==> src/rtl/syn_hazard_controller_pkg.sv <==
// Shared definitions for the hazard controller: forwarding selects, FSM states
// and the hardwired-zero register number.
package syn_hazard_controller_pkg;

  localparam logic [1:0] FWD_RF = 2'd0;
  localparam logic [1:0] FWD_EX = 2'd1;
  localparam logic [1:0] FWD_DM = 2'd2;

  localparam logic [4:0] REG_ZERO = 5'd0;

  typedef enum logic {
    ST_RUN,
    ST_MDU_WAIT
  } hz_state_t;

  // The younger producer in EX always wins over the older one in DM.
  function automatic logic [1:0] fwd_sel(input logic c_ex, input logic c_dm);
    if (c_ex)
      return FWD_EX;
    else if (c_dm)
      return FWD_DM;
    else
      return FWD_RF;
  endfunction

endpackage

==> src/rtl/syn_hazard_controller_stall_counter.sv <==
// Saturating up-counter with synchronous clear, used to count stall cycles
// for the performance display.
module syn_stall_counter #(
  parameter int CNT_W = 32
) (
  input  logic             clk,
  input  logic             clr,
  input  logic             inc,
  output logic [CNT_W-1:0] count
);

  localparam logic [CNT_W-1:0] ONE = {{(CNT_W-1){1'b0}}, 1'b1};

  always_ff @(posedge clk) begin
    if (clr)
      count <= '0;
    else if (inc && (count != '1))
      count <= count + ONE;
  end

endmodule

==> src/rtl/syn_hazard_controller.sv <==
// Pipeline hazard controller: qualifies detector collisions with a shadow of
// in-flight writers/loads and drives forwarding, stalls, flushes and MDU waits.
module syn_hazard_controller
  import syn_hazard_controller_pkg::*;
#(
  parameter int CNT_W = 32
) (
  input  logic             clk,
  input  logic             rst,
  input  logic             en,
  input  logic             ex_collision_a,
  input  logic             ex_collision_b,
  input  logic             dm_collision_a,
  input  logic             dm_collision_b,
  input  logic [4:0]       regfile_req_a,
  input  logic [4:0]       regfile_req_b,
  input  logic             id_uses_a,
  input  logic             id_uses_b,
  input  logic             id_reg_write,
  input  logic             id_mem_read,
  input  logic             id_mdu_start,
  input  logic             mdu_done,
  input  logic             branch_taken,
  output logic [1:0]       fwd_a,
  output logic [1:0]       fwd_b,
  output logic             stall_if_id,
  output logic             bubble_ex,
  output logic             flush_if_id,
  output logic             req_w_gate,
  output logic [CNT_W-1:0] stall_cycles
);

  hz_state_t state, state_next;

  logic ex_wr, ex_ld, dm_wr, dm_ld;
  logic c_ex_a, c_ex_b, c_dm_a, c_dm_b;
  logic load_use;

  // A bubbled instruction must not be seen as a writer or a load downstream.
  always_ff @(posedge clk) begin
    if (rst) begin
      ex_wr <= 1'b0;
      ex_ld <= 1'b0;
      dm_wr <= 1'b0;
      dm_ld <= 1'b0;
    end else if (en) begin
      ex_wr <= id_reg_write & ~bubble_ex;
      ex_ld <= id_mem_read & ~bubble_ex;
      dm_wr <= ex_wr;
      dm_ld <= ex_ld;
    end
  end

  always_ff @(posedge clk) begin
    if (rst)
      state <= ST_RUN;
    else
      state <= state_next;
  end

  // Raw detector flags only count when the producer really writes and the
  // consumer really reads a register other than $0.
  assign c_ex_a = ex_collision_a & ex_wr & id_uses_a & (regfile_req_a != REG_ZERO);
  assign c_ex_b = ex_collision_b & ex_wr & id_uses_b & (regfile_req_b != REG_ZERO);
  assign c_dm_a = dm_collision_a & dm_wr & id_uses_a & (regfile_req_a != REG_ZERO);
  assign c_dm_b = dm_collision_b & dm_wr & id_uses_b & (regfile_req_b != REG_ZERO);

  assign fwd_a = fwd_sel(c_ex_a, c_dm_a);
  assign fwd_b = fwd_sel(c_ex_b, c_dm_b);

  assign load_use = (c_ex_a | c_ex_b) & ex_ld;

  always_comb begin
    state_next  = state;
    stall_if_id = 1'b0;
    bubble_ex   = 1'b0;
    flush_if_id = 1'b0;

    if (branch_taken) begin
      flush_if_id = 1'b1;
      bubble_ex   = 1'b1;
    end else if ((state == ST_MDU_WAIT) && !mdu_done) begin
      stall_if_id = 1'b1;
      bubble_ex   = 1'b1;
    end else if (load_use) begin
      stall_if_id = 1'b1;
      bubble_ex   = 1'b1;
    end

    // A taken branch squashes any MDU op sitting in ID, so it never issues.
    case (state)
      ST_RUN:
        if (id_mdu_start && !stall_if_id && !branch_taken && en)
          state_next = ST_MDU_WAIT;
      ST_MDU_WAIT:
        if (mdu_done && en)
          state_next = ST_RUN;
      default:
        state_next = ST_RUN;
    endcase
  end

  assign req_w_gate = ~bubble_ex;

  syn_stall_counter #(
    .CNT_W (CNT_W)
  ) u_stall_counter (
    .clk   (clk),
    .clr   (rst),
    .inc   (en & stall_if_id),
    .count (stall_cycles)
  );

  // dm_ld is carried for pipeline completeness; no current hazard needs it.
  logic unused_dm_ld;
  assign unused_dm_ld = dm_ld;

endmodule
==> config.mk <==
export PLATFORM = sky130hd
export DESIGN_NAME = syn_hazard_controller
export DESIGN_NICKNAME = d
export VERILOG_FILES = /design/src/rtl/syn_hazard_controller_pkg.sv /design/src/rtl/syn_hazard_controller_stall_counter.sv /design/src/rtl/syn_hazard_controller.sv
export SDC_FILE = /design/constraint.sdc
export NUM_CORES = 1
export LEC_CHECK = 0
export ABC_AREA = 1
export BUFFER_PORTS_ARGS = -buffer_cell sky130_fd_sc_hd__buf_2
export CORE_MARGIN = 5
export CORE_UTILIZATION = 50
export CTS_BUF_LIST = sky130_fd_sc_hd__clkbuf_2
export DETAILED_ROUTE_END_ITERATION = 10
export GPL_TIMING_DRIVEN = 0
export PLACE_DENSITY = 0.77
export SKIP_LAST_GASP = 1
export SYNTH_ARGS = -nofsm -noshare
export SYNTH_HDL_FRONTEND = slang
export SYNTH_SLANG_ARGS = --single-unit
==> constraint.sdc <==
create_clock -name clk -period 1.7 [get_ports clk]
set_input_delay 0.17 -clock clk [delete_from_list [all_inputs] [get_ports clk]]
set_output_delay 0.17 -clock clk [all_outputs]
set_load 0.01 [all_outputs]
==> impl_results.rst, run 1 <==
.. list-table::
   :header-rows: 1

   * - Metric
     - Value
   * - Global route overflow
     - 0
   * - Hold path start
     - mdu_done
   * - Final standard cell area without fillers
     - about 3600 um^2
   * - Clock sink count
     - 36
   * - Pin slew with the least headroom to its limit
     - roughly 0.64 ns
   * - Post-synthesis sequential area ratio
     - around 29%
   * - Die outline area
     - ~6500 um^2
   * - Final GP Congestion
     - 0.928
   * - Maximum clock skew at final layout
     - roughly 0.026 ns
   * - Clock tree from TritonCTS
     - built
   * - Path category of the worst min-delay check
     - input port to register
   * - Violation count after the first detailed-route iteration
     - 389
   * - Cell chosen for the clock root
     - sky130_fd_sc_hd__clkbuf_2
   * - Core Area
     - about 4800 um^2
   * - Non-Filler Instances
     - approximately 570
   * - Antenna-violating nets left
     - 0
   * - Final number of max-transition violations
     - 0
   * - Final WL
     - between 9 and 10 mm
   * - Final Cycle Share
     - 105%
   * - Post-detailed-placement cell area
     - about 2900 um^2
   * - Vias
     - 3211
   * - Global-route wire length before repair
     - 14.2 mm
   * - Row count
     - 25
   * - Die outline width
     - approximately 80 um
   * - Post-synth cell types
     - 25
   * - Inserted Clock Buffers
     - 5
   * - Number of instances in the placed design
     - 530
   * - Hold violation count in the final report
     - 0
   * - Height of the die
     - between 80 and 90 um
   * - Number of antenna violations at the first check in global routing
     - 0
   * - Maximum number of pins on one net before global-route repair
     - 11
   * - Detailed Routing Iterations Pass 1
     - 5
   * - Number of instances in the synthesized netlist
     - ~400
   * - Type of the setup path with the least slack
     - register to output port
   * - Starting density of the core
     - between 50% and 60%
   * - Worst R2R Start
     - u_stall_counter.count[0]
   * - Max_slew headroom
     - a little under three fifths
   * - Ys Warns
     - 0
   * - Post-synthesis cell area
     - 2480 um^2
   * - Diodes inserted
     - 0
   * - Mean area per synthesized cell
     - roughly 6.2 um^2
   * - Endpoint class of the critical path
     - output port
   * - Power density cells
     - between 300 and 400 nW/um^2
   * - Final HPWL DP
     - a little over 6 mm
   * - Leakage
     - 1.51 nW
   * - Clock period minus final worst setup slack
     - roughly 1.8 ns
   * - Kind of start point of the critical path
     - register
   * - Critical Path RT
     - 1.53 ns
   * - Status
     - finished with violations
   * - Routed len/inst
     - around 16 um
   * - Cell count of the worst reg-to-reg path
     - 12
   * - Worst Slack Setup Final
     - -0.0859 ns
   * - GRT Total Usage
     - between 20 and 30%
   * - Endpoint of the most critical register-to-register path
     - u_stall_counter.count[16]
   * - Average vias per placed instance
     - 5.60
   * - Number of buffers on the longest clock path
     - 2
   * - I/O pin cnt
     - 64
   * - Setup TNS
     - -0.711 ns
   * - Final net count
     - 530
   * - Post-synth net total
     - 427
   * - Peak fanout along the critical path
     - 3
   * - Cells on Worst Hold Path
     - 4
   * - Max Freq
     - 560 MHz
   * - Clock transition at the register clock pins on the worst setup and hold paths after CTS
     - about 0.21 ns
   * - Flop-to-flop setup slack
     - -0.07 ns
   * - RSZ-0062 raised after global routing
     - true
   * - H-tree depth
     - 2
   * - Remaining routing DRC violations
     - 0
   * - Peak supply drop
     - approximately 0.4 mV
   * - Max-capacitance violation count
     - 0
   * - Arrival time reported for the critical path endpoint
     - 1.62 ns
   * - Source-to-sink clock delay at the later pin of the worst-skew pair
     - around 0.41 ns
   * - Total of endpoints with negative setup slack in the final report
     - 22
   * - Failing checks
     - negative setup slack
   * - Fraction of layout cells with a size suffix above 1
     - just under 40%
   * - Via count of the first global-routing pass
     - about 2800
   * - Count of input and output buffers
     - 61
   * - Utilization after layout
     - 74.6%
   * - Minimum hold slack
     - roughly 0.096 ns
   * - Destination of the worst hold path
     - state
   * - Synthesis-stage register bit count
     - 36
   * - Area delta synth->final
     - 43.7%
cells in the final DEF, fill, tap and decap left out, types with 8 or more instances in the layout:
cell type	instances
sky130_fd_sc_hd__a21oi_1	23
sky130_fd_sc_hd__a21oi_2	11
sky130_fd_sc_hd__buf_2	58
sky130_fd_sc_hd__buf_4	30
sky130_fd_sc_hd__buf_6	16
sky130_fd_sc_hd__dfxtp_1	10
sky130_fd_sc_hd__dfxtp_2	18
sky130_fd_sc_hd__dfxtp_4	8
sky130_fd_sc_hd__inv_1	17
sky130_fd_sc_hd__nand2_1	130
sky130_fd_sc_hd__nand2_2	8
sky130_fd_sc_hd__nand2_4	9
sky130_fd_sc_hd__nand3b_1	17
sky130_fd_sc_hd__nand4_1	33
sky130_fd_sc_hd__nor2_1	46
sky130_fd_sc_hd__nor2_2	14
sky130_fd_sc_hd__xor2_1	11
per-layer routing:
| metal | routed length (um) | track usage, % |
|---|---|---|
| met3 | 925 | 4.71 |
| met2 | 4380 | 47.6 |
| met5 | 0 | 0 |
| met1 | 3830 | 37.4 |
| met4 | 282 | 7.60 |
cells by family (layout without fill, tap and decap cells):
logic type | count (synthesis) | after routing | synth area share (%)
buf+inv | 40 | 144 | 8.06
flops | 36 | 36 | 29.0
fa+ha+maj | 1 | 1 | 0.504
simple gates | 273 | 273 | 49.5
compound gates | 37 | 37 | 7.61
xor+xnor | 15 | 15 | 5.29
per-stage QoR:
stage               setup WS (ns)  power [mW]
finish                    -0.0859        1.40
global route               -0.165        1.46
CTS                       -0.0671        1.40
detailed placement         -0.356       0.977
global placement           -0.330       0.973
floorplan               0.0000334       0.925
Yosys cell counts (all sizes together):
cell | number | area, um^2
nand2 | 147 | 557
nand3b | 17 | 128
inv | 19 | 71.3
xor2 | 11 | 96.3
clkbuf | 5 | 18.8
nor2 | 67 | 272
a21oi | 35 | 179
buf | 16 | 110
nand4 | 34 | 228
o21ai | 2 | 10.0
and3 | 1 | 6.26
nand3 | 7 | 40.0
ha | 1 | 12.5
xnor2 | 4 | 35.0
dfxtp | 36 | 721
what timing repair did:
action | 4_1_cts | 5_1_grt
setup endpoints to repair | 35 | 36
pin swaps | 17 | 30
hold buffers | 2 | 1
resized for setup | 44 | 77
gates cloned | 2 | 1
endpoints found under the hold margin | 2 | 1
setup buffers | 21 | 11
power by group:
group          internal [mW]  switching, mW  leakage (nW)
clock                  0.110          0.305        0.0306
sequential             0.836        0.00409         0.306
combinational         0.0600         0.0865          1.17
total                   1.01          0.396          1.51
final cells by class:
cell class,count,area (um^2)
inverters,19,73.8
multi-input cells,326,1800
clock inverters,1,3.75
flip-flops and latches,36,773
well taps,67,83.8
fillers,392,1220
repair buffers,98,653
clock buffers,7,35.0
plain buffers,19,143
flip-flops by register name, summed over array words and instances (netlist names):
name                   count
u_stall_counter.count     32
dm_wr                      1
ex_ld                      1
ex_wr                      1
state                      1
how the worst max path moves through the flow:
stage | from | end | slack [ns] | cells past startpoint
after CTS | ex_wr | stall_if_id | -0.07 | 7
final | ex_wr | stall_if_id | -0.09 | 8
after global placement | u_stall_counter.count[0] | u_stall_counter.count[6] | -0.33 | 10
after floorplan | u_stall_counter.count[0] | u_stall_counter.count[10] | 0.00003 | 11
after detailed placement | u_stall_counter.count[0] | u_stall_counter.count[6] | -0.36 | 10
after global routing | ex_wr | stall_if_id | -0.17 | 8
critical path, stage by stage, from the launching register on:
cell and delay (ns):
sky130_fd_sc_hd__dfxtp_2 0.40, sky130_fd_sc_hd__nand2_2 0.06, sky130_fd_sc_hd__nor2_2 0.11, sky130_fd_sc_hd__nand2_2 0.09
sky130_fd_sc_hd__nand2_4 0.09, sky130_fd_sc_hd__nand2_4 0.07, sky130_fd_sc_hd__a21oi_4 0.15, sky130_fd_sc_hd__buf_6 0.13
sky130_fd_sc_hd__buf_6 0.09
Power figures use the tool's default switching activity.
==> inputs of run 2 (changes only) <==
==> constraint.sdc (replaced) <==
create_clock -name clk -period 1.7 [get_ports clk]
set_input_delay 0 -clock clk [delete_from_list [all_inputs] [get_ports clk]]
set_output_delay 0 -clock clk [all_outputs]
set_load 0.01 [all_outputs]
==> run 2 against run 1 <==
  * The flow still finishes with violations (negative setup slack)
  * Sequential cell count is the same
  * Final cell count grew 1.2%
  * Clock power is essentially flat
  * Largest cell class unchanged
  * Register-to-register slack gained 0.05 ns
  * Sequential power shrank 2%
  * Power shrank 1.2%
  * Sequential share of layout area grew 0.47 points
==> impl_results.rst, run 2 (synthesized netlist as in run 1, its figures left out) <==
.. list-table::
   :header-rows: 1

   * - Metric
     - Value
   * - Number of instances in the placed design
     - 530 (unchanged)
   * - Diodes inserted
     - 0 (unchanged)
   * - Pin slew with the least headroom to its limit
     - 0.667 ns (+0.0228 ns)
   * - Peak supply drop
     - 0.390 mV (-5.1%)
   * - Clock tree from TritonCTS
     - built
   * - Vias
     - 3304 (+2.9%)
   * - Hold violation count in the final report
     - 0 (unchanged)
   * - Remaining routing DRC violations
     - 0 (unchanged)
   * - Final Cycle Share
     - 101% (-3.9 points)
   * - Failing checks
     - negative setup slack
   * - Die outline area
     - 6480 um^2 (unchanged)
   * - Final standard cell area without fillers
     - 3660 um^2 (+2.5%)
   * - GRT Total Usage
     - 28.1% (-0.29 points)
   * - Core Area
     - 4790 um^2 (unchanged)
   * - Setup WS pre-CTS
     - -0.356 ns (unchanged)
   * - Peak fanout along the critical path
     - 5 (+2)
   * - Inserted Clock Buffers
     - 5 (unchanged)
   * - Fraction of layout cells with a size suffix above 1
     - 39.4% (+0.44 points)
   * - RSZ-0062 raised after global routing
     - true
   * - Final number of max-transition violations
     - 0 (unchanged)
   * - Path category of the worst min-delay check
     - input port to register
   * - Proportion of power drawn by combinational gates
     - 10.9% (+0.5 points)
   * - Number of buffers on the longest clock path
     - 2 (unchanged)
   * - Power density cells
     - 379 nW/um^2 (-3.6%)
   * - Switching share of power
     - 28.4% (+0.14 points)
   * - Internal Pwr Total
     - 0.992 mW (-1.4%)
   * - Cell-by-cell trace of the critical path
     - ha_4, nand3_4, inv_4, nand2_4, nor2_4, nand2_4, nand4_4, bufbuf_16, nand2_1, a21oi_1
   * - Count of fill cells added during filler insertion
     - 385 (-1.8%)
   * - Clock period minus final worst setup slack
     - 1.72 ns (-0.0664 ns)
   * - Flop pwr share
     - 59.4% (-0.5 points)
   * - Routed len/inst
     - 16.7 um (+1.6%)
   * - Most frequent cells in the layout
     - sky130_fd_sc_hd__nand2_1 (134), sky130_fd_sc_hd__buf_2 (60), sky130_fd_sc_hd__nor2_1 (46)
   * - Endpoint class of the critical path
     - register
   * - Switching power
     - 0.393 mW (-0.75%)
   * - Arrival time reported for the critical path endpoint
     - 2.06 ns (+0.44 ns)
   * - Number of antenna violations at the first check in global routing
     - 0 (unchanged)
   * - Global route overflow
     - 0 (unchanged)
   * - Worst-path cell with the longest stage delay
     - sky130_fd_sc_hd__dfxtp_2
   * - Source-to-sink clock delay at the later pin of the worst-skew pair
     - 0.40 ns (about the same)
   * - Leakage
     - 1.56 nW (+3.3%)
   * - Antenna-violating nets left
     - 0 (unchanged)
   * - Die outline width
     - 80.5 um (unchanged)
   * - Total of endpoints with negative setup slack in the final report
     - 2 (-91%)
   * - I/O pin cnt
     - 64 (unchanged)
   * - H-tree depth
     - 2 (unchanged)
   * - Row count
     - 25 (unchanged)
   * - Utilization after layout
     - 76.4% (+1.9 points)
   * - Clock network fraction of total power
     - 29.7% (about the same)
   * - Starting density of the core
     - 51.9% (unchanged)
   * - Count of input and output buffers
     - 61 (unchanged)
   * - Final GP Congestion
     - 0.928 (unchanged)
   * - Clock sink count
     - 36 (unchanged)
   * - Max-capacitance violation count
     - 0 (unchanged)
   * - Top reg by flops
     - u_stall_counter.count
   * - Kind of start point of the critical path
     - register
   * - Violation count after the first detailed-route iteration
     - 309 (-21%)
   * - Minimum hold slack
     - 0.0701 ns (-0.0262 ns)
   * - Height of the die
     - 80.5 um (unchanged)
   * - Cell chosen for the clock root
     - sky130_fd_sc_hd__clkbuf_2
   * - Detailed Routing Iterations Pass 1
     - 5 (unchanged)
   * - Crit-path max cell delay
     - 0.41 ns (about the same)
   * - Via count of the first global-routing pass
     - 2807 (-1.2%)
   * - Average vias per placed instance
     - 5.70 (+1.7%)
   * - Final HPWL DP
     - 6.14 mm (unchanged)
   * - Final net count
     - 537 (+1.3%)
   * - Maximum number of pins on one net before global-route repair
     - 11 (unchanged)
   * - Non-Filler Instances
     - 580 (+1.2%)
   * - Clock transition at the register clock pins on the worst setup and hold paths after CTS
     - 0.20 ns (about the same)
   * - Post-detailed-placement cell area
     - 2890 um^2 (unchanged)
   * - Final WL
     - 9.68 mm (+2.8%)
   * - Global-route wire length before repair
     - 14.0 mm (-1.1%)
   * - Max Freq
     - 582 MHz (+3.9%)
   * - Flip-flop count of the largest register after layout
     - 32 (unchanged)
   * - Cell repeated most along the worst path
     - sky130_fd_sc_hd__nand2_4
   * - Status
     - finished with violations
   * - Worst Slack Setup Final
     - -0.0195 ns (+0.0664 ns)
   * - Area delta synth->final
     - 47.3%
   * - Critical Path RT
     - 2.04 ns (+0.51 ns)
   * - Most frequent standard cell in the layout excluding fill and tap cells
     - sky130_fd_sc_hd__nand2_1
   * - Max_slew headroom
     - 55.5% (-1.5 points)
   * - Type of the setup path with the least slack
     - register to register
   * - Maximum clock skew at final layout
     - 0.0148 ns (-0.0113 ns)
[run 2: changes by cell type in the layout (fill, tap and decap cells not counted), sizes merged]
cell,before,now
buf,109,112
bufbuf,0,1
dlygate4sd3,3,6
[run 2: final timing paths]
path | end | from | cells past startpoint | slack, ns
setup / recovery | u_stall_counter.count[2] | u_stall_counter.count[1] | 10 | -0.02
setup reg to reg | u_stall_counter.count[2] | u_stall_counter.count[1] | 10 | -0.02
hold / removal | u_stall_counter.count[1] | en | 3 | 0.07
hold reg to reg | u_stall_counter.count[26] | u_stall_counter.count[26] | 2 | 0.51
[run 2: per-layer routing]
metal	up-vias	global-route usage, %	part of all wire (%)
met5	-	0	0
met4	0	6.08	2.8
met3	34	4.26	8.5
met2	220	48.4	48
met1	1512	36.8	41
li1	1538	-	-
[run 2: repair_timing]
action,4_1_cts,5_1_grt
resized for setup,33,94
pin swaps,8,29
buffers inserted,17,19
endpoints found under the setup margin,35,35
cloned,2,0
hold endpoints to repair,7,0
hold buffers,6,0
[run 2: worst max-delay path, delay by kind of cell, from the launching register on]
family                     cells  cell delay [ns]
adders and majority gates      1             0.19
and+or+nand+nor                6             0.53
AOI/OAI and AO/OA              1             0.16
buffers and inverters          2             0.36
DFF                            1             0.41
[run 2: final cells by class]
cell class | count | area, um^2 | area share (%)
buffer | 19 | 139 | 3.80
clock buffer | 7 | 35.0 | 0.958
clock inverter | 1 | 3.75 | 0.103
inverter | 19 | 73.8 | 2.02
multi-input combinational | 326 | 1800 | 49.2
sequential | 36 | 810 | 22.1
tap | 67 | 83.8 | 2.29
timing repair buffer | 105 | 713 | 19.5
[run 2: metrics by stage]
stage / setup TNS [ns] / power [mW]
floorplan: 0 / 0.925
global placement: -7.49 / 0.973
detailed placement: -7.93 / 0.977
CTS: -0.0101 / 1.40
global route: -0.754 / 1.44
finish: -0.0229 / 1.38
[run 2: power by group through the flow]
stage | Sequential (mW) | Clock (mW) | Combinational [mW]
2_1_floorplan | 0.868 | 0 | 0.0572
3_3_place_gp | 0.869 | 0 | 0.105
3_5_place_dp | 0.869 | 0 | 0.108
4_1_cts | 0.851 | 0.418 | 0.128
5_1_grt | 0.824 | 0.460 | 0.161
6_report | 0.822 | 0.412 | 0.151
==> inputs of run 3 (changes only) <==
--- a/config.mk
+++ b/config.mk
@@ -7,12 +7,14 @@
 export LEC_CHECK = 0
 export ABC_AREA = 1
 export BUFFER_PORTS_ARGS = -buffer_cell sky130_fd_sc_hd__buf_2
+export CORE_ASPECT_RATIO = 1.25
 export CORE_MARGIN = 5
 export CORE_UTILIZATION = 50
 export CTS_BUF_LIST = sky130_fd_sc_hd__clkbuf_2
 export DETAILED_ROUTE_END_ITERATION = 10
 export GPL_TIMING_DRIVEN = 0
 export PLACE_DENSITY = 0.77
+export SKIP_CTS_REPAIR_TIMING = 1
 export SKIP_LAST_GASP = 1
 export SYNTH_ARGS = -nofsm -noshare
 export SYNTH_HDL_FRONTEND = slang
==> run 3 against run 2 <==
  * The flow still finishes with violations (negative setup slack)
  * Critical path depth up 1
  * Global-route usage down 4.5 points
  * Largest cell class unchanged
  * Sequential power up 2.6%
  * Clock power down 8.7%
==> impl_results.rst, run 3 (synthesized netlist as in run 1, its figures left out) <==
.. list-table::
   :header-rows: 1

   * - Metric
     - Value
   * - Max Freq
     - 547 MHz (-5.9%)
   * - Number of antenna violations at the first check in global routing
     - 0 (unchanged)
   * - Maximum clock skew at final layout
     - 0.0363 ns (+0.0215 ns)
   * - Final net count
     - 525 (-2.2%)
   * - Leakage
     - 1.45 nW (-6.7%)
   * - Worst-path cell with the longest stage delay
     - sky130_fd_sc_hd__dfxtp_4
   * - Row count
     - 28 (+12%)
   * - Type of the setup path with the least slack
     - register to register
   * - Remaining routing DRC violations
     - 0 (unchanged)
   * - Global-route wire length before repair
     - 11.9 mm (-15%)
   * - RSZ-0062 raised after global routing
     - true
   * - Endpoint class of the critical path
     - register
   * - Minimum hold slack
     - 0.0913 ns (+0.0212 ns)
   * - Violation count after the first detailed-route iteration
     - 246 (-20%)
   * - Peak supply drop
     - 0.344 mV (-12%)
   * - Utilization after layout
     - 72.2% (-4.3 points)
   * - Flop-to-flop setup slack
     - -0.13 ns (-0.11 ns)
   * - Clock transition at the register clock pins on the worst setup and hold paths after CTS
     - 0.20 ns (about the same)
   * - Flip-flop count of the largest register after layout
     - 32 (unchanged)
   * - Via count of the first global-routing pass
     - 2664 (-5.1%)
   * - Final number of max-transition violations
     - 0 (unchanged)
   * - Die outline width
     - 73.0 um (-9.2%)
   * - Detailed Routing Iterations Pass 1
     - 5 (unchanged)
   * - Setup TNS
     - -2.83 ns (-2.81 ns)
   * - GRT Total Usage
     - 23.6% (-4.5 points)
   * - H-tree depth
     - 2 (unchanged)
   * - Count of input and output buffers
     - 61 (unchanged)
   * - Cell-by-cell trace of the critical path
     - ha_4, buf_6, nand3_4, nor2_4, nand3_2, nor2_2, nand3b_1, buf_6, buf_8, nand4_1, a21oi_1
   * - Worst Slack Setup Final
     - -0.127 ns (-0.108 ns)
   * - Height of the die
     - 88.8 um (+10%)
   * - Vias
     - 3058 (-7.4%)
   * - Clock period minus final worst setup slack
     - 1.83 ns (+0.108 ns)
   * - Most frequent standard cell in the layout excluding fill and tap cells
     - sky130_fd_sc_hd__nand2_1
   * - Final Total Pwr
     - 1.36 mW (-2.0%)
   * - Power density cells
     - 394 nW/um^2 (+4.2%)
   * - Total of endpoints with negative setup slack in the final report
     - 29 (+27)
   * - Top reg by flops
     - u_stall_counter.count
   * - Max-capacitance violation count
     - 0 (unchanged)
   * - Final GP Congestion
     - 0.926 (-0.19%)
   * - Diodes inserted
     - 0 (unchanged)
   * - Antenna-violating nets left
     - 0 (unchanged)
   * - I/O pin cnt
     - 64 (unchanged)
   * - Core Area
     - 4760 um^2 (-0.44%)
   * - Maximum number of pins on one net before global-route repair
     - 12 (+1)
   * - Routed len/inst
     - 15.6 um (-6.4%)
   * - Number of buffers on the longest clock path
     - 2 (unchanged)
   * - Final HPWL DP
     - 5.95 mm (-3.1%)
   * - Failing checks
     - negative setup slack
   * - Final WL
     - 8.77 mm (-9.5%)
   * - Final Cycle Share
     - 107% (+6.3 points)
   * - Kind of start point of the critical path
     - register
   * - Global route overflow
     - 0 (unchanged)
   * - Clock tree from TritonCTS
     - built
   * - Inserted Clock Buffers
     - 5 (unchanged)
   * - Status
     - finished with violations
   * - Most frequent cells in the layout
     - sky130_fd_sc_hd__nand2_1 (137), sky130_fd_sc_hd__buf_2 (62), sky130_fd_sc_hd__nor2_1 (54)
   * - Crit-path max cell delay
     - 0.43 ns (+0.02 ns)
   * - Source-to-sink clock delay at the later pin of the worst-skew pair
     - 0.40 ns (about the same)
   * - Path category of the worst min-delay check
     - input port to register
   * - Die outline area
     - 6490 um^2 (+0.14%)
   * - Max_slew headroom
     - 56.9% (+1.4 points)
   * - Critical Path RT
     - 1.95 ns (-0.09 ns)
   * - Fraction of layout cells with a size suffix above 1
     - 31.9% (-7.4 points)
   * - Hold violation count in the final report
     - 0 (unchanged)
   * - Starting density of the core
     - 52.1% (+0.23 points)
   * - Pin slew with the least headroom to its limit
     - 0.647 ns (-0.0206 ns)
   * - Cell repeated most along the worst path
     - sky130_fd_sc_hd__buf_6
   * - Clock sink count
     - 36 (unchanged)
   * - Arrival time reported for the critical path endpoint
     - 2.08 ns (+0.02 ns)
   * - Cell chosen for the clock root
     - sky130_fd_sc_hd__clkbuf_2
   * - Peak fanout along the critical path
     - 6 (+1)
   * - Area delta synth->final
     - 38.5%
   * - Average vias per placed instance
     - 5.45 (-4.3%)
## run 3: power breakdown
part           internal, mW  total (mW)  switching [mW]
registers             0.840       0.843         0.00370
logic                0.0558       0.137          0.0813
clock network        0.0989       0.376           0.277
total                 0.994        1.36           0.362
## run 3: stage by stage
stage / area (um^2) / instances / setup slack (ns)
after detailed placement: 2880 / 523 / -0.262
after global routing: 3440 / 561 / -0.225
after global placement: 2880 / 523 / -0.238
after CTS: 2920 / 531 / -0.334
final: 3440 / 561 / -0.127
after floorplan: 2500 / 402 / 0.0000334
## run 3: layout make-up
class,count,area (um^2)
clock buffers,6,30.0
flip-flops and latches,36,756
clock inverters,2,7.51
inverters,19,73.8
repair buffers,90,607
fillers,410,1330
well taps,60,75.1
plain buffers,21,160
multi-input cells,327,1730
## run 3: metal layers
layer  global-route usage, %  wire, um  share of wire (%)
met1                    26.5      3340                 38
met4                    9.40       291                3.3
met2                    43.9      4470                 51
met5                       0         0                  0
met3                    3.18       661                7.5
## run 3: worst max-delay path, delay by kind of cell, from the launching register on
kind                       cells  cell delay, ns
AOI/OAI and AO/OA              1            0.08
adders and majority gates      1            0.13
buffers and inverters          3            0.44
DFF                            1            0.43
and+or+nand+nor                6            0.60
## run 3: final timing paths
path | start | end | depth (start not counted)
setup / recovery | u_stall_counter.count[0] | u_stall_counter.count[7] | 11
hold / removal | en | u_stall_counter.count[21] | 3
setup reg to reg | u_stall_counter.count[0] | u_stall_counter.count[7] | 11
hold reg to reg | ex_wr | ex_wr | 2
